==> config.mk <==
export PLATFORM = sky130hd
export DESIGN_NAME = rotate_ctrl
export DESIGN_NICKNAME = d
export VERILOG_FILES = /design/src/rtl/rotate_pkg.sv /design/src/rtl/rotate_ctrl_btn_debounce.sv /design/src/rtl/rotate_ctrl.sv
export SDC_FILE = /design/constraint.sdc
export NUM_CORES = 1
export LEC_CHECK = 0
export ABC_AREA = 0
export ABC_CLOCK_PERIOD_IN_PS = 4300
export CAP_MARGIN = 20
export CORE_AREA = 2 2 100 102
export CTS_CLUSTER_DIAMETER = 80
export DETAILED_ROUTE_END_ITERATION = 6
export DIE_AREA = 0 0 102 104
export PLACE_DENSITY = 0.76
export SYNTH_ARGS = -nofsm -noshare
export SYNTH_HDL_FRONTEND = slang
export SYNTH_SLANG_ARGS = --single-unit
==> constraint.sdc <==
create_clock -name clk_out2 -period 4.3 [get_ports clk_out2]
set_input_delay 1.29 -clock clk_out2 [delete_from_list [all_inputs] [get_ports clk_out2]]
set_output_delay 1.29 -clock clk_out2 [all_outputs]
set_load 0.02 [all_outputs]
==> src/rtl/rotate_pkg.sv <==
// Shared types for the rotate controller: debounce FSM states and speed indices.
package rotate_pkg;

  typedef enum logic [1:0] {
    DB_LOW       = 2'd0,
    DB_WAIT_HIGH = 2'd1,
    DB_HIGH      = 2'd2,
    DB_WAIT_LOW  = 2'd3
  } db_state_e;

  typedef enum logic [1:0] {
    SPD_1X = 2'd0,
    SPD_2X = 2'd1,
    SPD_4X = 2'd2,
    SPD_8X = 2'd3
  } speed_e;

  function automatic speed_e next_speed(input speed_e s);
    return speed_e'(s + 2'd1);
  endfunction

  // Step period in clock cycles: each speed index doubles the step rate.
  function automatic int unsigned step_period(input int unsigned base, input speed_e s);
    return base >> s;
  endfunction

endpackage

==> src/rtl/rotate_ctrl_btn_debounce.sv <==
// Push-button conditioner: 2-flop synchronizer, 4-state debounce, one-cycle press pulse.
module btn_debounce
  import rotate_pkg::*;
#(
  parameter int unsigned DB_CYCLES = 1_000_000
) (
  input  logic clk_i,
  input  logic rst_i,
  input  logic btn_i,
  output logic press_o
);

  localparam int unsigned   CW       = $clog2(DB_CYCLES + 1);
  localparam logic [CW-1:0] CNT_LAST = CW'(DB_CYCLES - 1);

  logic [1:0]    sync_q;
  logic          btn_s;
  db_state_e     state_q;
  logic [CW-1:0] cnt_q;
  logic          press_q;

  assign btn_s   = sync_q[1];
  assign press_o = press_q;

  always_ff @(posedge clk_i or posedge rst_i) begin
    if (rst_i) sync_q <= '0;
    else       sync_q <= {sync_q[0], btn_i};
  end

  // The sample that leaves a stable state counts as the first of the DB_CYCLES run.
  always_ff @(posedge clk_i or posedge rst_i) begin
    if (rst_i) begin
      state_q <= DB_LOW;
      cnt_q   <= '0;
      press_q <= 1'b0;
    end else begin
      press_q <= 1'b0;
      unique case (state_q)
        DB_LOW: begin
          if (btn_s) begin
            state_q <= DB_WAIT_HIGH;
            cnt_q   <= CW'(1);
          end
        end
        DB_WAIT_HIGH: begin
          if (!btn_s) begin
            state_q <= DB_LOW;
            cnt_q   <= '0;
          end else if (cnt_q >= CNT_LAST) begin
            state_q <= DB_HIGH;
            cnt_q   <= '0;
            press_q <= 1'b1;
          end else begin
            cnt_q <= cnt_q + CW'(1);
          end
        end
        DB_HIGH: begin
          if (!btn_s) begin
            state_q <= DB_WAIT_LOW;
            cnt_q   <= CW'(1);
          end
        end
        DB_WAIT_LOW: begin
          if (btn_s) begin
            state_q <= DB_HIGH;
            cnt_q   <= '0;
          end else if (cnt_q >= CNT_LAST) begin
            state_q <= DB_LOW;
            cnt_q   <= '0;
          end else begin
            cnt_q <= cnt_q + CW'(1);
          end
        end
      endcase
    end
  end

endmodule

==> src/rtl/rotate_ctrl.sv <==
// LED rotator control: debounced buttons drive direction/speed/run, plus the step strobe timer.
module rotate_ctrl
  import rotate_pkg::*;
#(
  parameter int unsigned DB_CYCLES = 1_000_000,
  parameter int unsigned BASE_DIV  = 3_125_000
) (
  input  logic       clk_out2,
  input  logic       rst,
  input  logic       btn_dir,
  input  logic       btn_speed,
  input  logic       btn_pause,
  output logic       direction,
  output logic       step_en,
  output logic [1:0] speed,
  output logic       running
);

  localparam int unsigned CW = $clog2(BASE_DIV);

  logic          press_dir, press_speed, press_pause;
  logic          dir_q, dir_d;
  logic          run_q, run_d;
  logic          step_q, step_d;
  speed_e        speed_q, speed_d;
  logic [CW-1:0] cnt_q, cnt_d;
  logic [CW-1:0] cnt_last;

  btn_debounce #(.DB_CYCLES(DB_CYCLES)) u_db_dir (
    .clk_i   (clk_out2),
    .rst_i   (rst),
    .btn_i   (btn_dir),
    .press_o (press_dir)
  );

  btn_debounce #(.DB_CYCLES(DB_CYCLES)) u_db_speed (
    .clk_i   (clk_out2),
    .rst_i   (rst),
    .btn_i   (btn_speed),
    .press_o (press_speed)
  );

  btn_debounce #(.DB_CYCLES(DB_CYCLES)) u_db_pause (
    .clk_i   (clk_out2),
    .rst_i   (rst),
    .btn_i   (btn_pause),
    .press_o (press_pause)
  );

  always_comb begin
    cnt_last = CW'(step_period(BASE_DIV, speed_q) - 32'd1);
  end

  // A speed change restarts the period; otherwise the strobe uses the pre-press run state.
  always_comb begin
    dir_d   = dir_q ^ press_dir;
    run_d   = run_q ^ press_pause;
    speed_d = press_speed ? next_speed(speed_q) : speed_q;
    cnt_d   = cnt_q;
    step_d  = 1'b0;
    if (press_speed) begin
      cnt_d = '0;
    end else if (run_q) begin
      if (cnt_q == cnt_last) begin
        cnt_d  = '0;
        step_d = 1'b1;
      end else begin
        cnt_d = cnt_q + CW'(1);
      end
    end
  end

  always_ff @(posedge clk_out2 or posedge rst) begin
    if (rst) begin
      dir_q   <= 1'b0;
      run_q   <= 1'b1;
      speed_q <= SPD_1X;
      cnt_q   <= '0;
      step_q  <= 1'b0;
    end else begin
      dir_q   <= dir_d;
      run_q   <= run_d;
      speed_q <= speed_d;
      cnt_q   <= cnt_d;
      step_q  <= step_d;
    end
  end

  assign direction = dir_q;
  assign step_en   = step_q;
  assign speed     = speed_q;
  assign running   = run_q;

endmodule

==> metrics.txt <==
status=complete, no violations; IO Pins=10; crit path buf inv count=1; vias per cell=6.01; sequential-to-total area share from yosys stat=around 46%; critical path's slowest cell=clkdlybuf4s50_1; clock sink total=102; Crit. End Element=primary output; Static Leak=2.56 nW; Synth-to-Final Area Change=6.75%; Final min period=around 2900 ps; Die Span Y=104 µm; initial antenna violation count=0; grt total ovfl=0; Port Buffers=9; Max Fclk=about 0.35 GHz; Mapped Cells=614; critical path's top delay family=buffers and inverters; Setup Skew=14.5 ps; Tightest Pin Transition=a little over 1000 ps; commonest non-fill, non-tap cells in the layout=dfrtp_1 (101), nand2_1 (82), nand3_1 (40); critical path peak fanout=4; hpwl dp=roughly 7.6 mm; worst path cell trace=clkdlybuf4s50_1; overall die area=0.0106 mm²; Tot GR Track Use=22.9%; cts hold-fix bufs=0; drc violations=0; Distinct cells, synth=64; Setup TNS=0 ps; Syn Std Cell Area=between 0.005 and 0.006 mm²; clock-pin slew on the worst setup and hold paths=100 ps; Iter 0 DRT Violations=around 200; kind of critical path=reg -> out; VDD IR max=between 0.2 and 0.3 mV; Avg Cell Area, Syn=9.12 µm²; largest net degree at the start of global routing=54; final wirelength=11.3 mm; vias in the first global route=4297; first-pass GRT wire length=19.8 mm; Hold Crit Class=reg -> reg; clk_lat worst skew=approximately 380 ps; CTS tree=done; fin nets=631; warnings from Yosys=0; Via Count=4520; period utilization=roughly two thirds; Max Slew Vio Count=0; commonest register cell after synthesis=dfrtp_1; Slew HR=32.4%; CP required=3010 ps; Final setup violation count=0; RSZ-0062 raised after global routing=no; WHS=359 ps; Crit path arrival time=between 1500 and 2000 ps; CTS HTree Levels=3; Power per Cell Area=288 mW/mm²; post-CTS setup buffer count=0; routability cong.=0.837; clock buffer depth=2; diode count=0; number of synthesized flops with an enable pin=0; synthesized net count=roughly 630; async set-reset flop share out of synthesis=100%; Max Cap Violations=0; commonest non-fill, non-tap cell in the layout=dfrtp_1; Die Span X=102 µm; Worst setup SP type=register; Initial Utilization=58.6%; ratio of cells with drive above 1 in the final layout=under 10%; largest stage delay on the critical path=around 600 ps; post_cts resized=0; synthesized flop and latch total=a little over 100; total CTS buffers=9; core footprint=~0.0095 mm²; Post-DRT Antenna Nets=0; clk root buf=clkbuf_8; row count=36; drt wl/cell=15.0 µm; DR pass1 iterations=4; final hold viol count=0
-- path summary, 6_finish.rpt --
| path | start | to | slack (ps) | depth (start not counted) |
|---|---|---|---|---|
| min in group asynchronous | rst | u_db_speed.cnt_q[11] | 1360 | 2 |
| max reg2reg | u_db_speed.cnt_q[0] | u_db_speed.cnt_q[17] | 1480 | 7 |
| min | u_db_pause.sync_q[0] | u_db_pause.sync_q[1] | 360 | 0 |
| max in group asynchronous | rst | running | 2220 | 3 |
| max | running | running | 1430 | 1 |
| min reg2reg | u_db_pause.sync_q[0] | u_db_pause.sync_q[1] | 360 | 0 |
-- cells by family after synthesis --
| group | Yosys count | share of synthesized area, % |
|---|---|---|
| DFF | 102 | 45.6 |
| buffers and inverters | 48 | 3.58 |
| AOI/OAI and AO/OA | 156 | 18.3 |
| muxes | 14 | 2.61 |
| adders and majority gates | 12 | 2.68 |
| and+or+nand+nor | 261 | 23.9 |
| xor gates and xnor gates | 21 | 3.28 |
-- state kept, by name, summed over array words and instances, names as in the netlist, 2 cells and up, named ones only --
register,cells
u_db_pause.cnt_q,20
u_db_pause.sync_q,2
u_db_dir.cnt_q,20
u_db_speed.sync_q,2
u_db_speed.cnt_q,20
cnt_q,22
u_db_dir.sync_q,2
speed,2
-- synth_stat cells (14+ instances only) --
cell | count | share of area (%)
o21ai_0 | 31 | 2.8
nor2_1 | 28 | 1.9
nor3_1 | 18 | 1.6
and3_1 | 19 | 2.1
xor2_1 | 14 | 2.2
a31oi_1 | 28 | 3.1
nand2_1 | 82 | 5.5
a21oi_1 | 38 | 3.4
inv_1 | 24 | 1.6
dfrtp_1 | 101 | 45
nand3_1 | 40 | 3.6
-- per-stage QoR --
| stage | cell area, µm² | utilization, % | setup slack [ps] | std cells | power (mW) |
|---|---|---|---|---|---|
| final | 5980 | 62.6 | 1430 | 752 | 1.72 |
| after floorplan | 5600 | - | 336 | 614 | 1.13 |
| after global routing | 5980 | 62.6 | 1250 | 752 | 1.81 |
| after global placement | 5790 | 60.7 | 1620 | 736 | 1.15 |
| after detailed placement | 5790 | 60.7 | 1470 | 736 | 1.16 |
| after CTS | 5980 | 62.6 | 1410 | 752 | 1.74 |
-- report_power, final --
group,switching [mW],internal [mW]
logic,0.0779,0.0448
registers,0.0320,0.986
clock network,0.346,0.234
total,0.456,1.27
-- cell type report --
cell class,count,area (µm²)
fill,838,3570
multi-input combinational,464,2850
sequential,102,2550
tap,133,166
clock buffer,11,141
timing repair buffer,13,133
inverter,24,92.6
clock inverter,5,41.3
-- metal layers --
| layer | vias up | global-route usage [%] | share of wire (%) |
|---|---|---|---|
| li1 | 2233 | - | - |
| met1 | 2207 | 31.3 | 47 |
| met2 | 67 | 37.4 | 49 |
| met3 | 13 | 5.17 | 3.4 |
| met4 | 0 | 5.14 | 1.1 |
| met5 | - | 0 | 0 |
No activity file was read; power rests on OpenSTA's default activity.
